===== src/rtl/gmii_rx_pkg.sv =====
`default_nettype none
`timescale 1ns/1ps
// ==== gmii_rx_pkg : state encoding, framing constants and RX_ERR bit indices for the GMII receive checker ====
// ==== Revision 1.0                                                                                        ====
package gmii_rx_pkg;

  typedef enum logic [1:0] {
    ST_ARMED = 2'd0,
    ST_PRE   = 2'd1,
    ST_DATA  = 2'd2,
    ST_DROP  = 2'd3
  } rx_state_t;

  localparam logic [7:0]  PREAMBLE    = 8'h55;
  localparam logic [7:0]  SFD         = 8'hD5;
  localparam logic [31:0] CRC_INIT    = 32'hFFFF_FFFF;
  localparam logic [31:0] CRC_RESIDUE = 32'hDEBB_20E3;
  localparam logic [31:0] CRC_POLY    = 32'hEDB8_8320;

  localparam int ERR_CRC  = 0;
  localparam int ERR_GMII = 1;
  localparam int ERR_LEN  = 2;

endpackage
`default_nettype wire


===== src/rtl/eth_crc32_d8.sv =====
`default_nettype none
`timescale 1ns/1ps
// ==== eth_crc32_d8 : combinational byte-wide CRC-32 step, reflected polynomial, bit 0 first ====
// ==== Revision 1.0                                                                           ====
module eth_crc32_d8
  import gmii_rx_pkg::*;
(
  input  logic [31:0] crc_in,
  input  logic [7:0]  data,
  output logic [31:0] crc_out
);

  logic [31:0] w_c;

  always_comb begin
    w_c = crc_in;
    for (int i = 0; i < 8; i++) begin
      if (w_c[0] ^ data[i]) w_c = (w_c >> 1) ^ CRC_POLY;
      else                  w_c = w_c >> 1;
    end
  end

  assign crc_out = w_c;

endmodule
`default_nettype wire


===== config.mk =====
export PLATFORM = sky130hd
export DESIGN_NAME = eth_crc32_d8
export DESIGN_NICKNAME = d
export VERILOG_FILES = /design/src/rtl/gmii_rx_pkg.sv /design/src/rtl/eth_crc32_d8.sv
export SDC_FILE = /design/constraint.sdc
export NUM_CORES = 1
export LEC_CHECK = 0
export ABC_AREA = 1
export ABC_CLOCK_PERIOD_IN_PS = 1200
export BUFFER_PORTS_ARGS = -buffer_cell sky130_fd_sc_hd__buf_2
export CAP_MARGIN = 30
export CORE_ASPECT_RATIO = 1.4
export CORE_UTILIZATION = 45
export DETAILED_ROUTE_END_ITERATION = 8
export GPL_TIMING_DRIVEN = 0
export PLACE_DENSITY = 0.88
export SYNTH_ARGS = -nofsm -noshare
export SYNTH_HDL_FRONTEND = slang
export SYNTH_SLANG_ARGS = --single-unit

===== constraint.sdc =====
create_clock -name vclk -period 1.2
set_input_delay 0 -clock vclk [all_inputs]
set_output_delay 0 -clock vclk [all_outputs]
set_load 0.05 [all_outputs]

==> results of run 1 <==
## what timing repair did
item | CTS
pin swaps | 24
buffers inserted | 22
gates resized for setup | 47
setup endpoints to repair | 21
## logic make-up after synthesis
| family | after synthesis | share of synthesized area, % |
|---|---|---|
| buffers and inverters | 34 | 10.3 |
| XOR/XNOR | 54 | 42.6 |
| AND/OR/NAND/NOR | 107 | 47.1 |
## per-stage QoR
stage	util [%]	hold WS (ps)	setup slack (ps)
after floorplan	-	181	-27.0
after global placement	69.2	335	-194
after CTS	82.6	341	-34.7
after detailed placement	69.2	341	-218
==> metrics.csv, run 1 <==
stage,metric,value,unit
synth,gate count of the mapped netlist,195,
synth,syn_nets,235,
synth,post-synthesis cell type count,16,
run_status,first error,"[ERROR DPL-0038] Utilization greater than 100%, impossible to legalize",
synth,most frequent cell after synthesis,sky130_fd_sc_hd__nand2_1,
synth,post-synthesis cell area,0.00123,sq mm
run_status,last stage reached,5_1_grt,
cts,CTS hold repair buffers,0,
die,height of the die,64.0,um
die,I/O pin cnt,72,
die,die extent in x,46.3,um
synth,sequential cell area fraction in the yosys report,0,%
synth,Syn. warnings,0,
placement,Cell Count Post-Placement,303,
synth,cell types with the highest counts after synthesis,"62 x sky130_fd_sc_hd__nand2_1, 40 x sky130_fd_sc_hd__xor2_1, 31 x sky130_fd_sc_hd__inv_1, 22 x sky130_fd_sc_hd__nand2_2, 10 x sky130_fd_sc_hd__xnor2_1",
run_status,run status,aborted with a tool error,
placement,Port Buffers,72,
die,Placement Rows,22,
synth,dominant cells by area after synthesis,"sky130_fd_sc_hd__xor2_1 28%, sky130_fd_sc_hd__nand2_1 19%, sky130_fd_sc_hd__nand2_2 11%",
synth,dominant cell type by area after synthesis,sky130_fd_sc_hd__xor2_1,
timing,worst-slack endpoint at the end of global-route timing repair,crc_out[20],
timing,type of pin the worst path ends at,top-level output,
placement,post-detailed-placement cell area,0.00181,sq mm
placement,routability congestion estimate,0.785,
synth,Yosys top cell area share,28.4,%
die,Initial Util,47.2,%
placement,post-DP HPWL,2.41,mm
synth,"Avg Cell Area, Syn",6.33,sq um
global_route,largest net degree at the start of global routing,8,
==> run 2, diff against run 1 <==
Settings changed: CORE_ASPECT_RATIO 1.4 to unset, CORE_UTILIZATION 45 to 30, PLACE_DENSITY 0.88 to unset, PLACE_DENSITY_LB_ADDON set to 0.15.
==> metrics.csv, run 2 <==
stage,metric,value,unit
run_status,run status,finished clean,
detailed_routing,ANT nets after route,0,
final_layout,Sequential cell area,0,sq um
cts,CTS hold repair buffers,0,
final_layout,Total Nets Final,343,
final_layout,fin cells,349,
synth,most frequent cell after synthesis,sky130_fd_sc_hd__nand2_1,
pwr,worst voltage drop across the vdd grid,0.538,mV
timing,transition time of the tightest slew-check pin,280,ps
final_layout,"top library cells by usage in the layout, fill and taps aside","45 x sky130_fd_sc_hd__buf_2, 38 x sky130_fd_sc_hd__buf_4, 30 x sky130_fd_sc_hd__nand2_2",
final_layout,growth of design area from synthesis to finish,114,%
die,Initial Util,32.5,%
synth,Syn. warnings,0,
global_route,largest net degree at the start of global routing,8,
detailed_routing,number of search-and-repair iterations in the first detailed-routing pass,4,
timing,unrepaired setup endpoints after global routing,yes,
timing,post-layout minimum cycle time,1190,ps
detailed_routing,routed length per placed instance,10.7,um
die,height of the die,66.1,um
die,I/O pin cnt,72,
placement,Cell Count Post-Placement,315,
global_route,gr usage total,15.1,%
placement,post-placement worst setup slack,-217,ps
synth,gate count of the mapped netlist,195,
detailed_routing,post-detailed-route via-to-cell ratio,4.32,
global_route,via count of the first global-routing pass,1260,
die,Placement Rows,22,
min_path,type of the tightest min-delay check,in -> out,
synth,Yosys top cell area share,28.4,%
pwr,PD cells,1140,mW/mm^2
timing,Final setup viols,0,
job,Maximum Capacitance Violations,0,
placement,routability congestion estimate,0.688,
synth,dominant combinational cell family by area after synthesis,simple AND/OR/NAND/NOR gates,
timing,final worst-path setup slack,10.1,ps
final_layout,"commonest non-fill, non-tap cell in the layout",sky130_fd_sc_hd__buf_2,
synth,proportion of synthesized area in mux cells,0,%
timing,Achievable Freq,840,MHz
synth,cell types with the highest counts after synthesis,"62 x sky130_fd_sc_hd__nand2_1, 40 x sky130_fd_sc_hd__xor2_1, 31 x sky130_fd_sc_hd__inv_1, 22 x sky130_fd_sc_hd__nand2_2, 10 x sky130_fd_sc_hd__xnor2_1",
timing,"Period Utilization, post-route",99.2,%
detailed_routing,DRC marker count from the first detailed-route iteration,13,
die,die extent in x,66.1,um
synth,Post-Synth Adder-Cell Area,0,%
worst_setup_path,Critical Path End Type,output port,
final_layout,fraction of final layout cells with drive strength greater than 1,73.4,%
die,standard cell core area,0.00380,sq mm
worst_setup_path,Max Fanout on Critical Path,6,
worst_setup_path,worst setup path category,in -> out,
worst_setup_path,Worst setup SP type,primary input,
timing,normalized max-slew margin,81.3,%
synth,post-synthesis cell type count,16,
worst_setup_path,"Arr. time, crit path",1190,ps
final_layout,Layout clock buffers,0,
detailed_routing,post-detailed-routing wire length,3.72,mm
synth,post-synthesis cell area,0.00123,sq mm
global_route,initial antenna violation count,0,
placement,post-DP HPWL,2.40,mm
worst_setup_path,Critical Path RT,1200,ps
timing,number of failing hold endpoints at the final stage,0,
min_path,worst min-delay path endpoint,crc_out[11],
final_layout,count of sequential standard cells,0,
synth,"post-synthesis share of cell area spent on and, or, nand and nor gates",47.1,%
detailed_routing,count of unresolved DRC violations after routing,0,
global_route,global-route wire length before repair,5.32,mm
die,full die area,0.00437,sq mm
synth,fraction of the mapped netlist area in compound gates,0,%
synth,dominant cells by area after synthesis,"sky130_fd_sc_hd__xor2_1 28%, sky130_fd_sc_hd__nand2_1 19%, sky130_fd_sc_hd__nand2_2 11%",
global_route,global route total overflow,0,
timing,max-slew violation count,0,
synth,xor/xnor share of the synthesized area,42.6,%
final_layout,final antenna diode count,0,
synth,syn_nets,235,
synth,sequential cell area fraction in the yosys report,0,%
detailed_routing,vias,1506,
placement,Port Buffers,72,
min_path,Hold Startpoint,crc_in[19],
pwr,leakage power summed over all cells,1.43,nW
synth,dominant cell type by area after synthesis,sky130_fd_sc_hd__xor2_1,
min_path,hold-critical path depth,3,
synth,"Avg Cell Area, Syn",6.33,sq um
run 2: cell counts after synthesis:
No cell type changed its count.
run 2: repair_timing:
action / 4_1_cts / 5_1_grt
buffers inserted: 22 / 12
pin swaps: 28 / 47
resized for setup: 61 / 85
endpoints found under the setup margin: 20 / 21
cloned: 0 / 0
run 2: through the flow:
stage | TNS (ps) | power (mW) | util (%) | area, sq um | hold WS (ps)
after floorplan | -83.0 | 1.90 | - | 1400 | 181
after global placement | -2280 | 2.33 | 48.0 | 1820 | 335
after detailed placement | -2420 | 2.34 | 48.0 | 1820 | 339
after CTS | -13.7 | 2.74 | 59.2 | 2250 | 340
after global routing | -333 | 3.18 | 69.6 | 2640 | 345
final | 0 | 3.02 | 69.6 | 2640 | 340
run 2: kinds of logic after synthesis:
| family | after synthesis |
|---|---|
| and+or+nand+nor | 107 |
| xor gates and xnor gates | 54 |
| buffers and inverters | 34 |
run 2: final cells by class:
cell class	count	area, sq um
multi-input cells	161	1640
well taps	48	60.1
inverters	34	140
fillers	310	1160
repair buffers	106	802
run 2: report_power, final:
group | switching (mW) | internal, mW
clock network | 0 | 0
logic | 1.92 | 1.10
registers | 0 | 0
run 2: worst max-delay path by stage:
stage | from | end | slack (ps) | cells past startpoint
after floorplan | crc_in[0] | crc_out[13] | -30 | 6
after global placement | crc_in[0] | crc_out[19] | -210 | 13
after detailed placement | crc_in[0] | crc_out[19] | -220 | 13
after CTS | crc_in[0] | crc_out[19] | -10 | 13
after global routing | crc_in[3] | crc_out[23] | -60 | 12
final | crc_in[0] | crc_out[19] | 10 | 11
run 2: layer usage:
layer	wire, um	share of wire (%)	GRT usage [%]
met4	0	0	0
met3	122	3.3	0.517
met5	0	0	0
met1	1500	40	19.2
met2	2100	56	29.6
run 2: critical path, stage by stage:
cell                      delay [ps]
sky130_fd_sc_hd__buf_8            90
sky130_fd_sc_hd__inv_4            40
sky130_fd_sc_hd__nand2_4          80
sky130_fd_sc_hd__nand2_8          80
sky130_fd_sc_hd__buf_6           130
sky130_fd_sc_hd__xor2_2          130
sky130_fd_sc_hd__or2_1           230
sky130_fd_sc_hd__nand2_2          90
sky130_fd_sc_hd__nand3_2          90
sky130_fd_sc_hd__nand2_4          80
sky130_fd_sc_hd__buf_8           140
No activity file was read; power rests on OpenSTA's default activity.
